==> config.mk <==
export PLATFORM = sky130hd
export DESIGN_NAME = control_unit
export DESIGN_NICKNAME = d
export VERILOG_FILES = /design/src/rtl/cpu_pkg.sv /design/src/rtl/reg_decoder_4to16.sv /design/src/rtl/control_unit.sv
export SDC_FILE = /design/constraint.sdc
export NUM_CORES = 1
export LEC_CHECK = 0
export CAP_MARGIN = 20
export CORE_MARGIN = 4
export CORE_UTILIZATION = 57
export DETAILED_ROUTE_END_ITERATION = 10
export DONT_BUFFER_PORTS = 1
export GPL_TIMING_DRIVEN = 1
export PLACE_DENSITY_LB_ADDON = 0.05
export SYNTH_ARGS = -nofsm -noshare
export SYNTH_HDL_FRONTEND = slang
export SYNTH_HIERARCHICAL = 1
export SYNTH_SLANG_ARGS = --single-unit
==> constraint.sdc <==
create_clock -name clock -period 2.26 [get_ports clock]
set_input_delay 0.113 -clock clock [delete_from_list [all_inputs] [get_ports clock]]
set_output_delay 0.113 -clock clock [all_outputs]
set_load 0.02 [all_outputs]
==> src/rtl/cpu_pkg.sv <==
// Shared definitions for the control unit: FSM states, IR field positions,
// opcode constants and the opcode classifier.
package cpu_pkg;

   typedef enum logic [3:0] {
      S_IDLE = 4'd0,
      S_T0   = 4'd1,
      S_T1   = 4'd2,
      S_T2   = 4'd3,
      S_T3   = 4'd4,
      S_T4   = 4'd5,
      S_T5   = 4'd6,
      S_T6   = 4'd7,
      S_HALT = 4'd8
   } state_t;

   localparam int OPC_HI = 31;
   localparam int OPC_LO = 27;
   localparam int RA_HI  = 26;
   localparam int RA_LO  = 23;
   localparam int RB_HI  = 22;
   localparam int RB_LO  = 19;
   localparam int RC_HI  = 18;
   localparam int RC_LO  = 15;

   localparam logic [4:0] OP_ALU_LAST = 5'b01100;
   localparam logic [4:0] OP_MUL      = 5'b01111;
   localparam logic [4:0] OP_DIV      = 5'b10000;
   localparam logic [4:0] OP_NOP      = 5'b11011;
   localparam logic [4:0] OP_HALT     = 5'b11100;

   typedef enum logic [2:0] {
      CL_ALU,
      CL_MULDIV,
      CL_NOP,
      CL_HALT,
      CL_ILLEGAL
   } op_class_t;

   // Anything outside the defined groups decodes as an illegal nop.
   function automatic op_class_t op_class(input logic [4:0] op);
      if (op <= OP_ALU_LAST)                  return CL_ALU;
      else if (op == OP_MUL || op == OP_DIV)  return CL_MULDIV;
      else if (op == OP_NOP)                  return CL_NOP;
      else if (op == OP_HALT)                 return CL_HALT;
      else                                    return CL_ILLEGAL;
   endfunction

endpackage

==> src/rtl/reg_decoder_4to16.sv <==
// 4-to-16 one-hot register select with enable; output is all zeros when disabled.
module reg_decoder_4to16 (
   input  logic        en,
   input  logic [3:0]  sel,
   output logic [15:0] onehot
);

   always_comb begin
      onehot = '0;
      if (en) onehot[sel] = 1'b1;
   end

endmodule

==> src/rtl/control_unit.sv <==
// Hardwired Moore control unit: fetch (T0-T2), decode (T3), execute (T4-T6),
// plus IDLE and HALT. Outputs depend only on the state register and ir.
module control_unit
   import cpu_pkg::*;
(
   input  logic        clock,
   input  logic        clear,
   input  logic        run,
   input  logic [31:0] ir,
   input  logic        mem_rdy,
   output logic        PCout,
   output logic        MARin,
   output logic        PCin,
   output logic        IncPC,
   output logic        Read,
   output logic        MDRin,
   output logic        MDRout,
   output logic        IRin,
   output logic        Yin,
   output logic        ZLowIn,
   output logic        ZHighIn,
   output logic        Zlowout,
   output logic        Zhighout,
   output logic        HIin,
   output logic        LOin,
   output logic [15:0] Rout,
   output logic [15:0] Rin,
   output logic [4:0]  opcode,
   output logic        done,
   output logic        halted,
   output logic        illegal
);

   state_t    state, state_nxt;
   op_class_t cls;
   logic [4:0] op;
   logic [3:0] ra, rb, rc;
   logic       rout_en, rin_en;
   logic [3:0] rout_sel;
   logic       unused_ir;

   assign op        = ir[OPC_HI:OPC_LO];
   assign ra        = ir[RA_HI:RA_LO];
   assign rb        = ir[RB_HI:RB_LO];
   assign rc        = ir[RC_HI:RC_LO];
   assign cls       = op_class(op);
   assign unused_ir = ^ir[RC_LO-1:0];

   always_ff @(posedge clock) begin
      if (!clear) state <= S_IDLE;
      else        state <= state_nxt;
   end

   always_comb begin
      state_nxt = state;
      PCout = 1'b0;  MARin = 1'b0;  PCin = 1'b0;     IncPC = 1'b0;
      Read = 1'b0;   MDRin = 1'b0;  MDRout = 1'b0;   IRin = 1'b0;
      Yin = 1'b0;    ZLowIn = 1'b0; ZHighIn = 1'b0;  Zlowout = 1'b0;
      Zhighout = 1'b0; HIin = 1'b0; LOin = 1'b0;
      opcode = 5'b00000;
      done = 1'b0;   halted = 1'b0; illegal = 1'b0;
      rout_en = 1'b0; rout_sel = rb; rin_en = 1'b0;
      case (state)
         S_IDLE: if (run) state_nxt = S_T0;
         S_T0: begin
            PCout = 1'b1; MARin = 1'b1; IncPC = 1'b1; PCin = 1'b1;
            state_nxt = S_T1;
         end
         S_T1: begin
            Read = 1'b1; MDRin = 1'b1;
            if (mem_rdy) state_nxt = S_T2;
         end
         S_T2: begin
            MDRout = 1'b1; IRin = 1'b1;
            state_nxt = S_T3;
         end
         S_T3: begin
            case (cls)
               CL_ALU, CL_MULDIV: begin
                  rout_en = 1'b1; Yin = 1'b1;
                  state_nxt = S_T4;
               end
               CL_HALT: state_nxt = S_HALT;
               default: begin
                  done      = 1'b1;
                  illegal   = (cls == CL_ILLEGAL);
                  state_nxt = run ? S_T0 : S_IDLE;
               end
            endcase
         end
         S_T4: begin
            rout_en = 1'b1; rout_sel = rc;
            opcode  = op;
            ZLowIn  = 1'b1;
            ZHighIn = (cls == CL_MULDIV);
            state_nxt = S_T5;
         end
         S_T5: begin
            Zlowout = 1'b1;
            if (cls == CL_MULDIV) begin
               LOin = 1'b1;
               state_nxt = S_T6;
            end else begin
               rin_en = 1'b1; done = 1'b1;
               state_nxt = run ? S_T0 : S_IDLE;
            end
         end
         S_T6: begin
            Zhighout = 1'b1; HIin = 1'b1; done = 1'b1;
            state_nxt = run ? S_T0 : S_IDLE;
         end
         S_HALT: halted = 1'b1;
         default: state_nxt = S_IDLE;
      endcase
   end

   reg_decoder_4to16 u_rout_dec (.en(rout_en), .sel(rout_sel), .onehot(Rout));
   reg_decoder_4to16 u_rin_dec  (.en(rin_en),  .sel(ra),       .onehot(Rin));

endmodule

# == Word level (Yosys, flattened, before mapping) ==
# Cells that the tools add are included.
# totals
regBits,4
input_bits,36
out_inout_bits,55
wordCells,69
# classes
order_cmp,5
n_eq_ne,17
mux,37
n_bitwise,1
reduce_logical,8
# ops
operator,n
4-bit one-hot mux with 9 select lines,1
16-bit 2-to-1 mux,2
1-bit 2-to-1 mux,20
4-bit by 3-bit == test with 1-bit output (second input constant),4
5-bit == test (second input constant),3
3-bit 2-to-1 mux,5
4-bit 2-to-1 mux,3
4-bit by 5-bit < comparator with 1-bit output (second input constant),2
1-bit demux with 4-bit select,2
4-bit by 2-bit == test with 1-bit output (second input constant),2
4-bit by 1-bit >= comparator with 1-bit output (second input constant),2
4-bit one-hot mux with 2 select lines,1
5-bit by 4-bit == test with 1-bit output (second input constant),1
5-bit by 4-bit less-or-equal comparator with 1-bit output (second input constant),1
5-bit 2-to-1 mux,1
4-bit by 1-bit == test with 1-bit output (second input constant),1
4-bit == test (second input constant),1
4-bit zero test,1
2-bit inequality test (second input constant),2
3-bit by 1-bit == test with 1-bit output (second input constant),1
3-bit by 2-bit == test with 1-bit output (second input constant),1
3-bit == test (second input constant),1
3-bit zero test,1
1-bit one-hot mux with 3 select lines,1
other kinds (7),8

# == Longest topological paths before layout ==
# logic_depth
ltp_word,10
depth_mapped,7
mapped_depth_nobuf,6

# == Cells and area by module ==
# Netlist, hierarchy kept.
# modules_own_cells
module,n_inst,cells_each,area_per_inst_um2,seq_area_each_um2
control_unit,1,75,593.1,80.1
reg_decoder_4to16 (u_rin_dec),1,23,120.1,0.0
reg_decoder_4to16 (u_rout_dec),1,23,117.6,0.0

# == Worst setup path before layout ==
# Ideal clock, no wire load.
# synth_timing
kind,reg2out
startpoint,register state[1]
endpoint,output Rout[1]
t_arrival_ns,2.025
required_time_ns,2.147
setup_slack_ns,0.122
stages_incl_launch_ff,7
path_buffers,1
cell_sequence,dfxtp_1 nand2b_2 nor2_1 buf_2 mux2_2 or3b_4 nor2_1
# synth_between
elab_chain_cells,7
elab_cells_between_ends,10
cone_classes,order compare: 2; eq/ne: 2; mux: 5; reduce/logical: 1
# synth_lines
item,line,rtl
from (decl),control_unit.sv:34,"state_t state, state_nxt;"
from (signal assigned),control_unit.sv:51,else state <= state_nxt;
4-bit by 3-bit == test with 1-bit output *,control_unit.sv:63,case (state)
4-bit 2-to-1 mux *,control_unit.sv:63,
named net rout_sel[2],control_unit.sv:39,logic [3:0] rout_sel;
4-bit by 5-bit < comparator with 1-bit output (not written as such) / 4-bit by 1-bit >= comparator with 1-bit output (equally long branches),reg_decoder_4to16.sv:10,if (en) onehot[sel] = 1'b1;
1-bit logical AND (not written as such),reg_decoder_4to16.sv:10,
1-bit 2-to-1 mux (not written as such),reg_decoder_4to16.sv:10,
1-bit demux with 4-bit select *,-,
16-bit 2-to-1 mux *,reg_decoder_4to16.sv:10,
to (decl),control_unit.sv:26,"output logic [15:0] Rout,"
# Mark *: on every way through the listed nets, which the timed path passes. The rest lies on a longest branch.

# == Final worst setup path ==
# layout_timing
startpoint,register state[2]
endpoint,output Rin[0]
# layout_between
elab_chain_cells,3
# layout_lines
item,line,rtl
4-bit by 3-bit == test with 1-bit output,control_unit.sv:63,
1-bit 2-to-1 mux,control_unit.sv:63,
named net rin_en,control_unit.sv:38,"logic rout_en, rin_en;"
16-bit 2-to-1 mux,reg_decoder_4to16.sv:10,
to (decl),control_unit.sv:27,"output logic [15:0] Rin,"
# The timed path passes the listed nets, and every way through them passes these cells.

==> reports/summary.txt <==
Slew HR = 56.8%
RR Startpoint = state[2]
cell total after placement = 158
status = finished, final reports clean
Final min period = 2220 ps
share of cells above drive strength 1 = 45.2%
Layout area overhead = 30.1%
die width = 46.2 µm
clk root buf = clkbuf_4
grt ovf = 0
htree depth = 1
biggest regs = state x4
setup slack, reg-to-reg = 950 ps
routed len/inst = 16.6 µm
hold endpoint = state[2]
HP Class = input pin to flip-flop
syn nets = 157
final hold slack = 8.88 ps
Total Routing Usage GR = 25.5%
r2r endpoint = state[0]
fin cells = 161
later-pin clock latency in the skew report = 240 ps
WHS Path Cells = 1
final setup vio count = 0
CTS Buf Count = 3
unrepaired setup endpoints after global routing = true
first-pass GRT wire length = 4.04 mm
vias in the first global route = 913
CP max FO = 8
TritonCTS clock tree = done
Arr. time, crit path = 2100 ps
yosys warns = 6
initial antenna violation count = 0
Slew @ Worst Pin = 643 ps
Die H = 46.2 µm
Max Buffers Root-to-Sink = 2
Layout Skew = 4.29 ps
via/cell ratio = 6.13
Rows = 13
hold buffers post-CTS = 0
placer congestion estimate = 0.740
power per cell area = 284 mW/mm²
WL final = 2.67 mm
Layout Utilization = 81.1%
max reg flops = 4
Max Cap Viol = 0
Post-DP HPWL = 2.06 mm
Leak = 0.437 nW
Worst Reg-to-Reg Cells = 4
I/O pin cnt = 91
Max Fclk = 0.451 GHz
Post-Syn Area per Cell = 6.87 µm²
routed vias = 987
Largest Register = state
drt first pass iters = 6
Syn Inst Count = 121
CP endpoint kind = output port
CTS Sinks = 4
Slew Limit Fails = 0
fin area = 0.00108 mm²
Cell variety after synth = 42
largest net degree at the start of global routing = 11
Routed Antenna Nets = 0
post-synthesis sequential element count = 4
# diodes = 0
Worst-path clk slew = 30 ps
CP Data Required Time = 2150 ps
maximum VDD drop = 0.322 mV
Startpoint Class = flip-flop
postcts setup bufs = 0
Tcrit/Tclk final = 98.0%
core area = 0.00133 mm²
placed inst area = 0.00101 mm²
Starting Density = 62.3%
critical path class = flip-flop to output port
Residual DRC = 0
post-synthesis sequential area ratio = 9.64%
Hold Crit Start = clear
fin nets = 184
Iter 0 DRT Violations = 31
Die ar. = 0.00213 mm²
Mapped Area = 831 µm²
final hold viol count = 0
PortBufs = 0
## critical path: stages, from the launching register on
cell	delay (ps)
dfxtp_4	400
nand2_1	130
or3_1	380
inv_1	90
and2_4	150
or3b_4	410
nor3_2	140
buf_4	170
## worst max path at each step
stage | to | slack [ps] | start
after CTS | Rout[0] | 9 | state[1]
after floorplan | Rout[1] | 120 | state[1]
after global routing | Rin[0] | -50 | state[2]
after global placement | Rout[6] | 180 | state[1]
after detailed placement | Rout[10] | 110 | state[2]
final | Rin[0] | 40 | state[2]
## timing repair
action                     in CTS  in global routing
pin swaps                       0                  1
resized for setup               5                  8
setup endpoints to repair      19                 15
## metal layers
metal,wire [µm],track usage [%],share of wire [%]
met5,0,0,0
met4,31,5.11,1.2
met3,400,11.7,15
met2,1330,46.2,50
met1,913,26.5,34
## power breakdown
part	internal, mW	switching (mW)	total, mW
sequential	0.0773	0.0140	0.0913
combinational	0.0517	0.0758	0.127
clock	0.0594	0.0293	0.0886
## cell families after synthesis
| logic type | share of synthesized area, % |
|---|---|
| buf+inv | 10.1 |
| simple gates | 55.0 |
| mux | 6.63 |
| compound gates | 18.7 |
| flops | 9.64 |
## synth_stat cells
library cell / number / share of area (%)
nor2_1: 29 / 13
nor3_1: 9 / 5.4
buf_4: 6 / 5.4
nand2_1: 6 / 2.7
nand2b_1: 6 / 4.5
a21oi_1: 5 / 3.0
and2_1: 5 / 3.8
dfxtp_1: 4 / 9.6
mux2_2: 4 / 5.4
nand3b_1: 4 / 3.6
inv_1: 3 / 1.4
or3b_4: 3 / 4.1
a21oi_2: 2 / 2.1
a31oi_1: 2 / 1.5
buf_6: 2 / 2.7
nand3_1: 2 / 1.2
nor3_2: 2 / 2.4
o31a_1: 2 / 2.1
or2_2: 2 / 1.5
a211o_1: 1 / 1.1
a21bo_2: 1 / 1.2
a2bb2oi_2: 1 / 1.8
a41o_2: 1 / 1.4
and2_2: 1 / 0.90
and3_2: 1 / 0.90
buf_2: 1 / 0.60
mux2i_1: 1 / 1.2
nand2b_2: 1 / 1.1
nand4_1: 1 / 0.75
nor2_2: 1 / 0.75
nor2b_1: 1 / 0.75
nor3_4: 1 / 2.0
nor3b_2: 1 / 1.5
nor4b_1: 1 / 1.1
o21a_2: 1 / 1.1
o21ai_0: 1 / 0.60
o21ai_2: 1 / 1.1
o22ai_1: 1 / 0.75
o2bb2ai_1: 1 / 1.1
or2b_1: 1 / 0.90
or3_1: 1 / 0.75
or3_4: 1 / 1.4
## layout by cell type (no fill, tap or decap), types with 2 or more instances in the layout
cell type,count
a21oi_1,5
a21oi_2,2
a31oi_1,2
and2_1,4
buf_4,30
clkbuf_4,3
dfxtp_4,2
inv_1,3
mux2_2,4
nand2_1,6
nand2b_1,5
nand2b_4,2
nand3_1,2
nand3b_1,4
nor2_1,28
nor3_1,8
nor3_2,3
o31a_1,2
or3b_4,3
## through the flow
stage	setup TNS, ps	setup WS (ps)	power [mW]
2_1_floorplan	0	122	0.202
3_3_place_gp	0	184	0.204
3_5_place_dp	0	106	0.209
4_1_cts	0	9.43	0.303
5_1_grt	-78.4	-47.5	0.332
6_report	0	44.2	0.307
## cell type report
class	instances	area (µm²)
clock buffers	3	22.5
fillers	103	253
inverters	3	11.3
multi-input cells	105	703
flip-flops and latches	4	88.8
well taps	15	18.8
repair buffers	31	236
(Power assumes the default switching activity.)
